===== src/rtl/int_to_single.sv =====
// int_to_single
//   Converts a 32-bit signed two's-complement integer into an IEEE-754
//   single-precision value. Rounding is to nearest, with ties going to even.
//   The block is a multi-cycle FSM. Its normaliser shifts one bit per cycle.
//
// Ports
//   clk           sole clock, rising edge
//   rst           synchronous, active-high reset
//   input_a       signed integer operand
//   input_a_stb   upstream strobe: input_a is valid
//   input_a_ack   high while the block can accept an operand
//   output_z      IEEE-754 single result, held stable while output_z_stb is high
//   output_z_stb  high while output_z is valid
//   output_z_ack  downstream acknowledge; transfer on edge with stb & ack high
module int_to_single (
    input  logic        clk,
    input  logic        rst,
    input  logic [31:0] input_a,
    input  logic        input_a_stb,
    output logic        input_a_ack,
    output logic [31:0] output_z,
    output logic        output_z_stb,
    input  logic        output_z_ack
);

    typedef enum logic [2:0] {
        GET_A,
        CONVERT,
        NORMALISE,
        ROUND,
        PACK,
        PUT_Z
    } state_t;

    state_t             state;
    logic signed [31:0] a;
    logic        [31:0] m;
    logic        [7:0]  e;
    logic               sign;
    logic        [22:0] frac;

    logic        [31:0] a_mag;
    logic        [23:0] rnd;

    // Round-to-nearest-even of a normalised 32-bit magnitude down to 24 bits.
    // The result is {exponent_carry, fraction[22:0]}. The hidden bit is always
    // one after normalisation, so it is not returned.
    function automatic logic [23:0] round_rne(input logic [31:0] mv);
        logic        inc;
        logic [24:0] sum;
        inc = mv[7] & (mv[6] | (|mv[5:0]) | mv[8]);
        sum = {1'b0, mv[31:8]} + {24'd0, inc};
        // A carry out of 24 bits means the mantissa was all ones. The value
        // becomes 1.0 x 2^(e+1), so the fraction is zero.
        if (sum[24]) begin
            round_rne = {1'b1, 23'd0};
        end else begin
            round_rne = {1'b0, sum[22:0]};
        end
    endfunction

    // Magnitude as unsigned. The value -2^31 maps to 0x80000000 without overflow.
    always_comb begin
        a_mag = $unsigned(a);
        if (a[31]) begin
            a_mag = 32'd0 - $unsigned(a);
        end
    end

    always_comb begin
        rnd = round_rne(m);
    end

    // Control registers are reset. The datapath registers (a, m, e, sign, frac)
    // are always written before they are used, so they carry no reset.
    always_ff @(posedge clk) begin
        if (rst) begin
            state        <= GET_A;
            input_a_ack  <= 1'b1;
            output_z_stb <= 1'b0;
            output_z     <= 32'h0000_0000;
        end else begin
            case (state)
                GET_A: begin
                    input_a_ack <= 1'b1;
                    if (input_a_stb && input_a_ack) begin
                        a           <= input_a;
                        input_a_ack <= 1'b0;
                        state       <= CONVERT;
                    end
                end

                CONVERT: begin
                    if (a == 32'sd0) begin
                        output_z     <= 32'h0000_0000;
                        output_z_stb <= 1'b1;
                        state        <= PUT_Z;
                    end else begin
                        sign  <= a[31];
                        m     <= a_mag;
                        e     <= 8'd158;
                        state <= NORMALISE;
                    end
                end

                // Shift one bit per cycle until the leading one reaches bit 31.
                // The cycle that finds bit 31 set performs no shift.
                NORMALISE: begin
                    if (!m[31]) begin
                        m <= m << 1;
                        e <= e - 8'd1;
                    end else begin
                        state <= ROUND;
                    end
                end

                ROUND: begin
                    frac  <= rnd[22:0];
                    e     <= e + {7'd0, rnd[23]};
                    state <= PACK;
                end

                PACK: begin
                    output_z     <= {sign, e, frac};
                    output_z_stb <= 1'b1;
                    state        <= PUT_Z;
                end

                PUT_Z: begin
                    if (output_z_ack) begin
                        output_z_stb <= 1'b0;
                        input_a_ack  <= 1'b1;
                        state        <= GET_A;
                    end
                end

                default: begin
                    state        <= GET_A;
                    input_a_ack  <= 1'b1;
                    output_z_stb <= 1'b0;
                end
            endcase
        end
    end

endmodule


===== config.mk =====
export PLATFORM = sky130hd
export DESIGN_NAME = int_to_single
export DESIGN_NICKNAME = d
export VERILOG_FILES = /design/src/rtl/int_to_single.sv
export SDC_FILE = /design/constraint.sdc
export NUM_CORES = 1
export LEC_CHECK = 0
export ABC_CLOCK_PERIOD_IN_PS = 8700
export BUFFER_PORTS_ARGS = -buffer_cell sky130_fd_sc_hd__buf_2
export CAP_MARGIN = 25
export CORE_ASPECT_RATIO = 1.25
export CORE_MARGIN = 2
export CORE_UTILIZATION = 40
export CTS_CLUSTER_DIAMETER = 30
export DETAILED_ROUTE_END_ITERATION = 10
export PLACE_DENSITY = 0.62
export SYNTH_ARGS = -nofsm -noshare
export SYNTH_HDL_FRONTEND = slang
export SYNTH_SLANG_ARGS = --single-unit

===== constraint.sdc =====
create_clock -name clk -period 8.7 [get_ports clk]
set_input_delay 0.87 -clock clk [delete_from_list [all_inputs] [get_ports clk]]
set_output_delay 0.87 -clock clk [all_outputs]
set_load 0.02 [all_outputs]

==> impl_metrics.py, run 1 <==
metrics = {
    "run_status": {
        "status": "complete, no violations",
    },
    "drt": {
        "dr.pass1.iters": 4,
        "final_antenna_net_count": 0,
        "vias_per_cell": 5.187,
        "drt_iter0_markers": 213,
        "drt_wl_total_um": 12040,
        "vias": 4248,
        "drc": 0,
        "drt-wirelength-per-cell_um": 14.70,
    },
    "placement": {
        "io_buffers": 69,
        "hpwl_um": 8566,
        "place_ws_ps": 5221,
        "dpl_cell_area_um2": 6795,
        "gp_congestion": 0.8773,
    },
    "clock_network": {
        "cts_max_level": 4,
        "tritoncts": "done",
        "cts.repair.resized": 0,
        "root_buffer": "clkbuf_16",
        "cts_buffers": 17,
        "clock_latency_ps": 410,
        "clk_pin_slew_ps": 60,
        "postCtsHoldBufs": 0,
        "post-cts-setup-buffer-count": 0,
        "cts_buffer_depth": 2,
        "clock_sinks": 133,
    },
    "cells_and_area": {
        "final_area_um2": 7446,
        "area_growth_pct": 19.52,
        "fillCellCount": 1416,
        "nets": 640,
        "antenna_cells": 0,
        "multi_input_area_um2": 2449,
        "regArea_um2": 3623,
        "layout-drive-gt1-share": 0.2125,
    },
    "synthesis": {
        "ys_seq_area_frac": 0.5816,
        "synth_compound_area_frac": 0.1603,
        "synth_cell_types": 53,
        "yosysTopAreaCellShare": 0.4627,
        "synth_area_um2": 6230,
        "synth-edff-count": 96,
        "muxShareOfSynthArea": 0.001607,
        "ys_seq_elements": 133,
        "synth_simple_gate_area_frac": 0.1342,
        "synthesis.yosys.warnings": 0,
        "synth_top_family_by_area": "compound AO/OA/AOI/OAI gates",
        "synthXorXnorAreaFrac": 0.07170,
        "synthAdderAreaFrac": 0.02129,
        "avgSynthCellArea_um2": 11.84,
        "synth_common_cells": "96 x edfxtp_1, 59 x a21oi_1, 39 x xor2_1, 37 x dfxtp_1, 32 x a22o_1",
        "synth_nets": 572,
        "ys_top_cells_by_area": "edfxtp_1 46%, dfxtp_1 12%, xor2_1 5.5%",
        "synth_flop_cell": "edfxtp_1",
        "yosysMostFrequentCell": "edfxtp_1",
        "async_flop_share": 0,
        "syn_inst": 526,
        "yosysTopAreaCell": "edfxtp_1",
    },
    "sta": {
        "finClkSkew_ps": 7.394,
        "slew_viol_final": 0,
        "min_period_over_period": 0.4049,
        "fin_crit_ps": 3523,
        "fmax_mhz": 283.9,
        "finalWorstSetupSlack_ps": 5177,
        "finalHoldViolCount": 0,
        "tns_ps": 0,
        "whs_ps": 462.3,
        "setup_viol": 0,
        "slew_headroom": 0.3398,
        "rsz0062_at_grt": "no",
        "tightest_slew_ps": 986.7,
    },
    "worst_setup_path": {
        "cp-end-kind": "flip-flop",
        "crit_fanout": 8,
        "cp_data_required_time_ps": 8900,
        "cp_data_arrival_time_ps": 3730,
        "crit_start": "m[8]$_DFFE_PP_",
        "startpoint_type": "flip-flop",
        "worstReg2RegStart": "m[8]$_DFFE_PP_",
        "crit_type": "reg -> reg",
    },
    "global_route": {
        "grt_usage": 0.1562,
        "grt_antenna_before_repair": 0,
        "grt-ovfl-total": 0,
        "grt_pass1_wl_um": 20600,
        "grt_pass1_vias": 4264,
        "grt_max_degree": 49,
    },
    "floorplanning": {
        "dieArea_um2": 16590,
        "coreArea_um2": 15440,
        "initial_core_util": 0.4034,
        "die_x_um": 115.6,
        "rows": 51,
        "fp.dieH_um": 143.5,
        "io-pin-count": 70,
    },
    "power_and_ir_drop": {
        "leakage_nw": 2.742,
        "p_per_area_nw_per_um2": 244.9,
        "ir_drop_mv": 0.1133,
        "finalPower_mw": 1.824,
    },
    "hold_path": {
        "hp-class": "reg -> reg",
        "hp-start": "frac[8]$_SDFFCE_PP0P_",
    },
    "run": {
        "cap_violations": 0,
    },
}
layer usage:
| metal | track usage | share of wire | up-vias |
|---|---|---|---|
| met5 | 0 | 0 | - |
| met4 | 0.06266 | 0.020 | 0 |
| met3 | 0.03669 | 0.045 | 17 |
| met2 | 0.2647 | 0.50 | 91 |
| met1 | 0.1914 | 0.44 | 2002 |
| li1 | - | - | 2138 |
cell usage in the layout, fill, tap and decap left out, types with 3 or more instances in the layout:
cell	count
or3_1	3
nand4_1	12
dfxtp_1	37
a31oi_1	3
buf_2	69
nor2_1	27
xnor2_1	12
a22o_1	32
buf_4	6
nor4_2	3
xor2_1	39
nand2_1	28
and3_1	5
o41ai_2	5
ha_1	9
o21ai_0	20
nand3_1	20
clkinv_4	3
nor4_1	6
nand2b_1	7
nor4_4	3
inv_1	14
nor2b_1	5
o41ai_1	5
a21oi_1	58
nor3_1	9
o31ai_1	11
edfxtp_1	96
clkbuf_16	21
through the flow:
| step | instances | utilization |
|---|---|---|
| after floorplan | 526 | - |
| after global placement | 786 | 0.4391 |
| after detailed placement | 787 | 0.4400 |
| after CTS | 819 | 0.4822 |
| after global routing | 819 | 0.4822 |
| final | 819 | 0.4822 |
critical path: stages, from the launching register on:
cell	delay [ps]
edfxtp_1	400
and2_1	170
ha_1	180
nand3_1	250
nor4_4	520
nand2_1	210
o21ai_0	200
ha_1	190
inv_1	60
fa_1	370
nor2b_1	150
o21ai_0	110
a21oi_1	250
nand4_1	120
o311ai_0	140
report_power, final:
| group | leakage, nW | internal (mW) | switching, mW |
|---|---|---|---|
| Clock | 0.322 | 0.500 | 0.260 |
| Sequential | 1.17 | 0.762 | 0.0561 |
| Combinational | 1.25 | 0.0936 | 0.152 |
| Total | 2.74 | 1.35 | 0.469 |
flip-flops by register name, indices dropped and copies added (netlist names):
signal,cells
state,3
input_a_ack,1
a,32
m,32
frac,23
e,8
output_z,32
sign,1
output_z_stb,1
layout make-up:
| class | instances | area share |
|---|---|---|
| multi-input combinational | 352 | 0.3289 |
| tap | 212 | 0.03562 |
| clock buffer | 24 | 0.07343 |
| sequential | 133 | 0.4866 |
| timing repair buffer | 76 | 0.05444 |
| inverter | 14 | 0.007058 |
| clock inverter | 8 | 0.01395 |
worst paths after layout:
path / to / slack, ps / depth (start not counted)
max: e[6]$_SDFFCE_PN0P_ / 5180 / 14
min: output_z[8]$_SDFFE_PP0P_ / 460 / 1
max reg2reg: e[6]$_SDFFCE_PN0P_ / 5180 / 14
min reg2reg: output_z[8]$_SDFFE_PP0P_ / 460 / 1
cells by family (layout without fill, tap and decap cells):
group           Yosys count  count (layout)
xor+xnor                 51              51
buf+inv                  41             122
fa+ha+maj                10              10
flops                   133             133
compound gates          146             146
mux                       1               1
simple gates            144             144
Note: power is estimated with default switching activity, not from simulation.
==> run 2, diff against run 1 <==
--- a/config.mk
+++ b/config.mk
@@ -5,7 +5,8 @@
 export SDC_FILE = /design/constraint.sdc
 export NUM_CORES = 1
 export LEC_CHECK = 0
-export ABC_CLOCK_PERIOD_IN_PS = 8700
+export ABC_AREA = 1
+export ABC_CLOCK_PERIOD_IN_PS = 3600
 export BUFFER_PORTS_ARGS = -buffer_cell sky130_fd_sc_hd__buf_2
 export CAP_MARGIN = 25
 export CORE_ASPECT_RATIO = 1.25
==> constraint.sdc (replaced) <==
create_clock -name clk -period 3.6 [get_ports clk]
set_input_delay 0.36 -clock clk [delete_from_list [all_inputs] [get_ports clk]]
set_output_delay 0.36 -clock clk [all_outputs]
set_load 0.02 [all_outputs]
==> impl_metrics.py, run 2 <==
metrics = {
    "sta": {
        "fmax_mhz": 314.5,
        "finalHoldViolCount": 0,
        "min_period_over_period": 0.8833,
        "finalWorstSetupSlack_ps": 420.0,
        "rsz0062_at_grt": "no",
        "slew_viol_final": 0,
        "tns_ps": 0,
        "slew_headroom": 0.5105,
        "setup_viol": 0,
        "tightest_slew_ps": 731.5,
        "finClkSkew_ps": 8.414,
        "fin_crit_ps": 3180,
    },
    "cells_and_area": {
        "most-common-layout-cells": "227 x nand2_1, 96 x edfxtp_1, 91 x nor2_1",
        "regArea_um2": 3623,
        "area_growth_pct": 17.18,
        "fillCellCount": 1630,
        "layout-drive-gt1-share": 0.1555,
        "multi_input_area_um2": 2576,
        "final_common_cell": "nand2_1",
        "antenna_cells": 0,
        "reg_top3": "a x32, m x32, output_z x32",
        "nets": 882,
    },
    "drt": {
        "dr.pass1.iters": 5,
        "vias_per_cell": 4.808,
        "drt_iter0_markers": 373,
        "final_antenna_net_count": 0,
        "vias": 5121,
        "drc": 0,
        "drt_wl_total_um": 13920,
        "drt-wirelength-per-cell_um": 13.07,
    },
    "worst_setup_path": {
        "reg2reg_to": "e[6]$_SDFFCE_PN0P_",
        "crit_fanout": 8,
        "startpoint_type": "flip-flop",
        "path_depth": 21,
        "cp_top_family": "simple AND/OR/NAND/NOR gates",
        "crit_top_cell": "nand2_1",
        "crit_type": "reg -> reg",
        "path_cells": "nand2_1, inv_1, ha_1, nand2_1, nand3b_4, inv_2, nand2_1, nor2_1, nand2_2, nor2_4, inv_2, nand2_1, ha_1, inv_1, fa_1, o21ai_0, nand2_1, nand2_1, a21oi_1, nor2_1, nor2_1",
        "cp-end-kind": "flip-flop",
        "cp_slowest_stage_delay_ps": 390,
        "regToRegSetupSlack_ps": 420,
        "slowest_stage": "fa_1",
        "reg2regPathDepth": 21,
        "endpoint": "e[6]$_SDFFCE_PN0P_",
        "worstReg2RegStart": "m[7]$_DFFE_PP_",
        "crit_start": "m[7]$_DFFE_PP_",
        "worst-path-buf-inv": 4,
        "cp_data_arrival_time_ps": 3350,
        "cp_data_required_time_ps": 3770,
    },
    "synthesis": {
        "synth_cell_types": 36,
        "synth_flop_cell": "edfxtp_1",
        "synth_area_um2": 6556,
        "yosysTopAreaCellShare": 0.4397,
        "synth_common_cells": "227 x nand2_1, 96 x edfxtp_1, 93 x nor2_1, 60 x inv_1, 51 x a21oi_1",
        "yosysTopAreaCell": "edfxtp_1",
        "yosysMostFrequentCell": "nand2_1",
        "synth-edff-count": 96,
        "synthesis.yosys.warnings": 0,
        "ys_top_cells_by_area": "edfxtp_1 44%, nand2_1 13%, dfxtp_1 11%",
        "ys_seq_area_frac": 0.5527,
        "avgSynthCellArea_um2": 8.627,
        "async_flop_share": 0,
        "ys_seq_elements": 133,
        "synth_nets": 806,
        "syn_inst": 760,
    },
    "clock_network": {
        "postCtsHoldBufs": 0,
        "post-cts-setup-buffer-count": 0,
        "root_buffer": "clkbuf_16",
        "clk_pin_slew_ps": 50,
        "tritoncts": "done",
        "clock_latency_ps": 420,
        "clock_sinks": 133,
        "cts_buffers": 17,
        "cts.repair.resized": 0,
        "cts_buffer_depth": 2,
        "cts_max_level": 4,
    },
    "global_route": {
        "grt_usage": 0.1695,
        "grt_antenna_before_repair": 0,
        "grt.busiest_layer": "met2",
        "met1_usage": 0.2138,
        "grt_pass1_wl_um": 23650,
        "grt-ovfl-total": 0,
        "gr-usage-met2": 0.2821,
        "grt_max_degree": 40,
        "grtUsageMet3": 0.03106,
        "grt_pass1_vias": 4936,
    },
    "floorplanning": {
        "rows": 52,
        "coreArea_um2": 16140,
        "die_x_um": 118.5,
        "dieArea_um2": 17440,
        "fp.dieH_um": 147.1,
        "io-pin-count": 70,
        "initial_core_util": 0.4063,
    },
    "run": {
        "cap_violations": 0,
    },
    "run_status": {
        "status": "complete, no violations",
    },
    "power_and_ir_drop": {
        "p_per_area_nw_per_um2": 634.2,
        "ir_drop_mv": 0.2561,
        "leakage_nw": 3.136,
    },
    "placement": {
        "hpwl_um": 10280,
        "io_buffers": 69,
        "place_ws_ps": 395.7,
        "gp_congestion": 0.8826,
    },
    "hold_path": {
        "hp-class": "in -> reg",
    },
}
## run 2: cell types whose count changed in the layout (fill, tap and decap cells not counted), sizes merged, moves of 11 or more
cell / delta
nand2: +204
nor2: +72
inv: +52
a22o: -32
xor2: -27
o21ai: +22
nand3: +16
nor4: -11
o31ai: -11
## run 2: worst min-delay path by stage
stage                               end                      from  cells past startpoint
2_1_floorplan            a[0]$_DFFE_PP_                input_a[0]                      0
3_3_place_gp   output_z[1]$_SDFFE_PP0P_  output_z[1]$_SDFFE_PP0P_                      2
3_5_place_dp   output_z[1]$_SDFFE_PP0P_  output_z[1]$_SDFFE_PP0P_                      2
4_1_cts                 a[30]$_DFFE_PP_               input_a[30]                      1
5_1_grt                 a[23]$_DFFE_PP_               input_a[23]                      1
6_report                a[30]$_DFFE_PP_               input_a[30]                      1
## run 2: power breakdown
part | total (mW) | internal [mW] | switching [mW]
sequential | 2.13 | 1.97 | 0.161
clock | 1.61 | 1.02 | 0.592
combinational | 1.13 | 0.358 | 0.768
total | 4.87 | 3.35 | 1.52
## run 2: per-layer routing
layer | vias up | share of wire
met4 | 0 | 0.019
met5 | - | 0
li1 | 2682 | -
met3 | 20 | 0.038
met2 | 113 | 0.49
met1 | 2306 | 0.45
## run 2: final cells by class
| type | count | share of cell area |
|---|---|---|
| clock buffer | 28 | 0.06596 |
| inverter | 68 | 0.03322 |
| multi-input combinational | 539 | 0.3353 |
| sequential | 133 | 0.4717 |
| clock inverter | 4 | 0.005863 |
| tap | 216 | 0.03518 |
| timing repair buffer | 77 | 0.05277 |
## run 2: kinds of logic (layout without fill, tap and decap cells)
| kind of cell | count (synthesis) | count (layout) | share of synthesized area |
|---|---|---|---|
| compound gates | 107 | 107 | 0.08645 |
| xor+xnor | 18 | 18 | 0.02405 |
| fa+ha+maj | 10 | 10 | 0.02023 |
| buf+inv | 88 | 177 | 0.05515 |
| flops | 133 | 133 | 0.5527 |
| simple gates | 404 | 404 | 0.2615 |
## run 2: per-stage QoR
step / power [mW] / util / instances / hold WS [ps] / area [um^2]
final: 4.872 / 0.4761 / 1065 / 112.3 / 7682
after global routing: 5.178 / 0.4761 / 1065 / 94.19 / 7682
after CTS: 4.917 / 0.4761 / 1065 / 99.79 / 7682
after detailed placement: 3.297 / 0.4419 / 1033 / 451.0 / 7131
after global placement: 3.285 / 0.4419 / 1033 / 445.9 / 7131
after floorplan: 3.005 / - / 760 / 458.9 / 6556
==> run 3, diff against run 2 <==
--- a/config.mk
+++ b/config.mk
@@ -12,6 +12,7 @@
 export CORE_ASPECT_RATIO = 1.25
 export CORE_MARGIN = 2
 export CORE_UTILIZATION = 40
+export CTS_BUF_LIST = sky130_fd_sc_hd__clkbuf_8 sky130_fd_sc_hd__clkbuf_16
 export CTS_CLUSTER_DIAMETER = 30
 export DETAILED_ROUTE_END_ITERATION = 10
 export PLACE_DENSITY = 0.62
==> impl_metrics.py, run 3 (synthesized netlist as in run 2, its figures left out) <==
metrics = {
    "run_status": {
        "status": "complete, no violations",
    },
    "drt": {
        "vias": 5118,
        "top_layer": "met4",
        "m1WireLength_um": 6366,
        "vias_per_cell": 4.806,
        "drt_wl_total_um": 13920,
        "wl_met3_um": 465,
        "final_antenna_net_count": 0,
        "drt_iter0_markers": 346,
        "met2_length_um": 6830,
        "dr.pass1.iters": 5,
        "drt-wirelength-per-cell_um": 13.07,
        "drc": 0,
    },
    "global_route": {
        "grt_usage": 0.1695,
        "grt_pass1_wl_um": 23650,
        "grt-ovfl-total": 0,
        "grt_pass1_vias": 4939,
        "grt_antenna_before_repair": 0,
        "grt_max_degree": 40,
    },
    "power_and_ir_drop": {
        "seq_power_share": 0.440,
        "p_comb_frac": 0.232,
        "p_sw_mw": 1.521,
        "intPower_mw": 3.330,
        "swShare": 0.3135,
        "ir_drop_mv": 0.2562,
        "p_clk_frac": 0.328,
        "p_per_area_nw_per_um2": 631.4,
        "leakage_nw": 3.165,
    },
    "placement": {
        "io_buffers": 69,
        "hpwl_um": 10280,
        "dpl_cell_area_um2": 7131,
        "gp_congestion": 0.8826,
    },
    "cells_and_area": {
        "reg_top3": "a x32, m x32, output_z x32",
        "final_common_cell": "nand2_1",
        "final_area_um2": 7682,
        "area_growth_pct": 17.18,
        "antenna_cells": 0,
        "layout-drive-gt1-share": 0.1555,
        "fillCellCount": 1630,
        "nets": 882,
        "most-common-layout-cells": "227 x nand2_1, 96 x edfxtp_1, 91 x nor2_1",
    },
    "floorplanning": {
        "initial_core_util": 0.4063,
        "dieArea_um2": 17440,
        "die_x_um": 118.5,
        "coreArea_um2": 16140,
        "rows": 52,
        "io-pin-count": 70,
        "fp.dieH_um": 147.1,
    },
    "clock_network": {
        "cts_buffer_depth": 2,
        "root_buffer": "clkbuf_16",
        "post-cts-setup-buffer-count": 0,
        "clk_pin_slew_ps": 50,
        "cts.repair.resized": 0,
        "clock_latency_ps": 420,
        "tritoncts": "done",
        "cts_max_level": 4,
        "clock_sinks": 133,
        "cts_buffers": 17,
        "postCtsHoldBufs": 0,
    },
    "worst_setup_path": {
        "crit_type": "reg -> reg",
        "regToRegSetupSlack_ps": 420,
        "cp_data_arrival_time_ps": 3350,
        "crit_start": "m[7]$_DFFE_PP_",
        "path_cells": "nand2_1, inv_1, ha_1, nand2_1, nand3b_4, inv_2, nand2_1, nor2_1, nand2_2, nor2_4, inv_2, nand2_1, ha_1, inv_1, fa_1, o21ai_0, nand2_1, nand2_1, a21oi_1, nor2_1, nor2_1",
        "crit_top_cell": "nand2_1",
        "reg2reg_to": "e[6]$_SDFFCE_PN0P_",
        "worstReg2RegStart": "m[7]$_DFFE_PP_",
        "cp-end-kind": "flip-flop",
        "cp_slowest_stage_delay_ps": 390,
        "reg2regPathDepth": 21,
        "startpoint_type": "flip-flop",
        "slowest_stage": "fa_1",
        "crit_fanout": 8,
        "cp_data_required_time_ps": 3770,
    },
    "sta": {
        "slew_viol_final": 0,
        "finalHoldViolCount": 0,
        "min_period_over_period": 0.8838,
        "finClkSkew_ps": 7.613,
        "rsz0062_at_grt": "no",
        "fin_crit_ps": 3182,
        "fmax_mhz": 314.3,
        "tns_ps": 0,
        "setup_viol": 0,
        "slew_headroom": 0.5107,
        "tightest_slew_ps": 731.2,
    },
    "hold_path": {
        "hold_path_depth": 1,
        "hp-class": "in -> reg",
        "hp-start": "input_a[30]",
        "min_to": "a[30]$_DFFE_PP_",
    },
    "run": {
        "cap_violations": 0,
    },
}
[run 3: power groups by stage]
stage               Combinational (mW)  Sequential [mW]  Clock, mW
global route                      1.30             2.16       1.70
detailed placement                1.13             2.16          0
finish                            1.13             2.13       1.59
CTS                               1.14             2.13       1.62
global placement                  1.13             2.15          0
floorplan                        0.850             2.16          0
[run 3: worst max path at each step]
stage                               to  slack (ps)  cells after the start
CTS                 e[6]$_SDFFCE_PN0P_         400                     21
detailed placement  e[6]$_SDFFCE_PN0P_         400                     21
global route        e[6]$_SDFFCE_PN0P_         150                     21
global placement    e[6]$_SDFFCE_PN0P_         460                     21
finish              e[6]$_SDFFCE_PN0P_         420                     21
floorplan           e[6]$_SDFFCE_PN0P_         720                     21
[run 3: worst max-delay path: cells and delay by family (launching register included)]
family / cells / cell delay, ps
AO/OA/AOI/OAI: 2 / 360
flip-flops: 1 / 370
adder cells (fa/ha/maj): 3 / 720
AND/OR/NAND/NOR: 12 / 1200
buffers and inverters: 4 / 290
[run 3: cell type report]
| type | instances | area (um^2) | area share |
|---|---|---|---|
| clock buffers | 21 | 480.5 | 0.06254 |
| well taps | 216 | 270.3 | 0.03518 |
| multi-input cells | 539 | 2576 | 0.3353 |
| repair buffers | 77 | 405.4 | 0.05277 |
| inverters | 68 | 255.2 | 0.03322 |
| flip-flops and latches | 133 | 3623 | 0.4717 |
| clock inverters | 11 | 71.32 | 0.009283 |
[run 3: stage by stage]
stage / power [mW] / utilization / hold WS, ps / setup WS (ps) / cells
6_report: 4.850 / 0.4761 / 112.6 / 418.4 / 1065
5_1_grt: 5.158 / 0.4761 / 95.13 / 149.6 / 1065
4_1_cts: 4.899 / 0.4761 / 99.52 / 399.4 / 1065
3_5_place_dp: 3.297 / 0.4419 / 451.0 / 395.7 / 1033
3_3_place_gp: 3.285 / 0.4419 / 445.9 / 460.4 / 1033
2_1_floorplan: 3.005 / - / 458.9 / 715.3 / 760
[run 3: per-layer routing]
layer	global-route usage	vias to the layer above
li1	-	2680
met1	0.2135	2319
met2	0.2821	100
met3	0.03106	19
met4	0.08036	0
met5	0	-
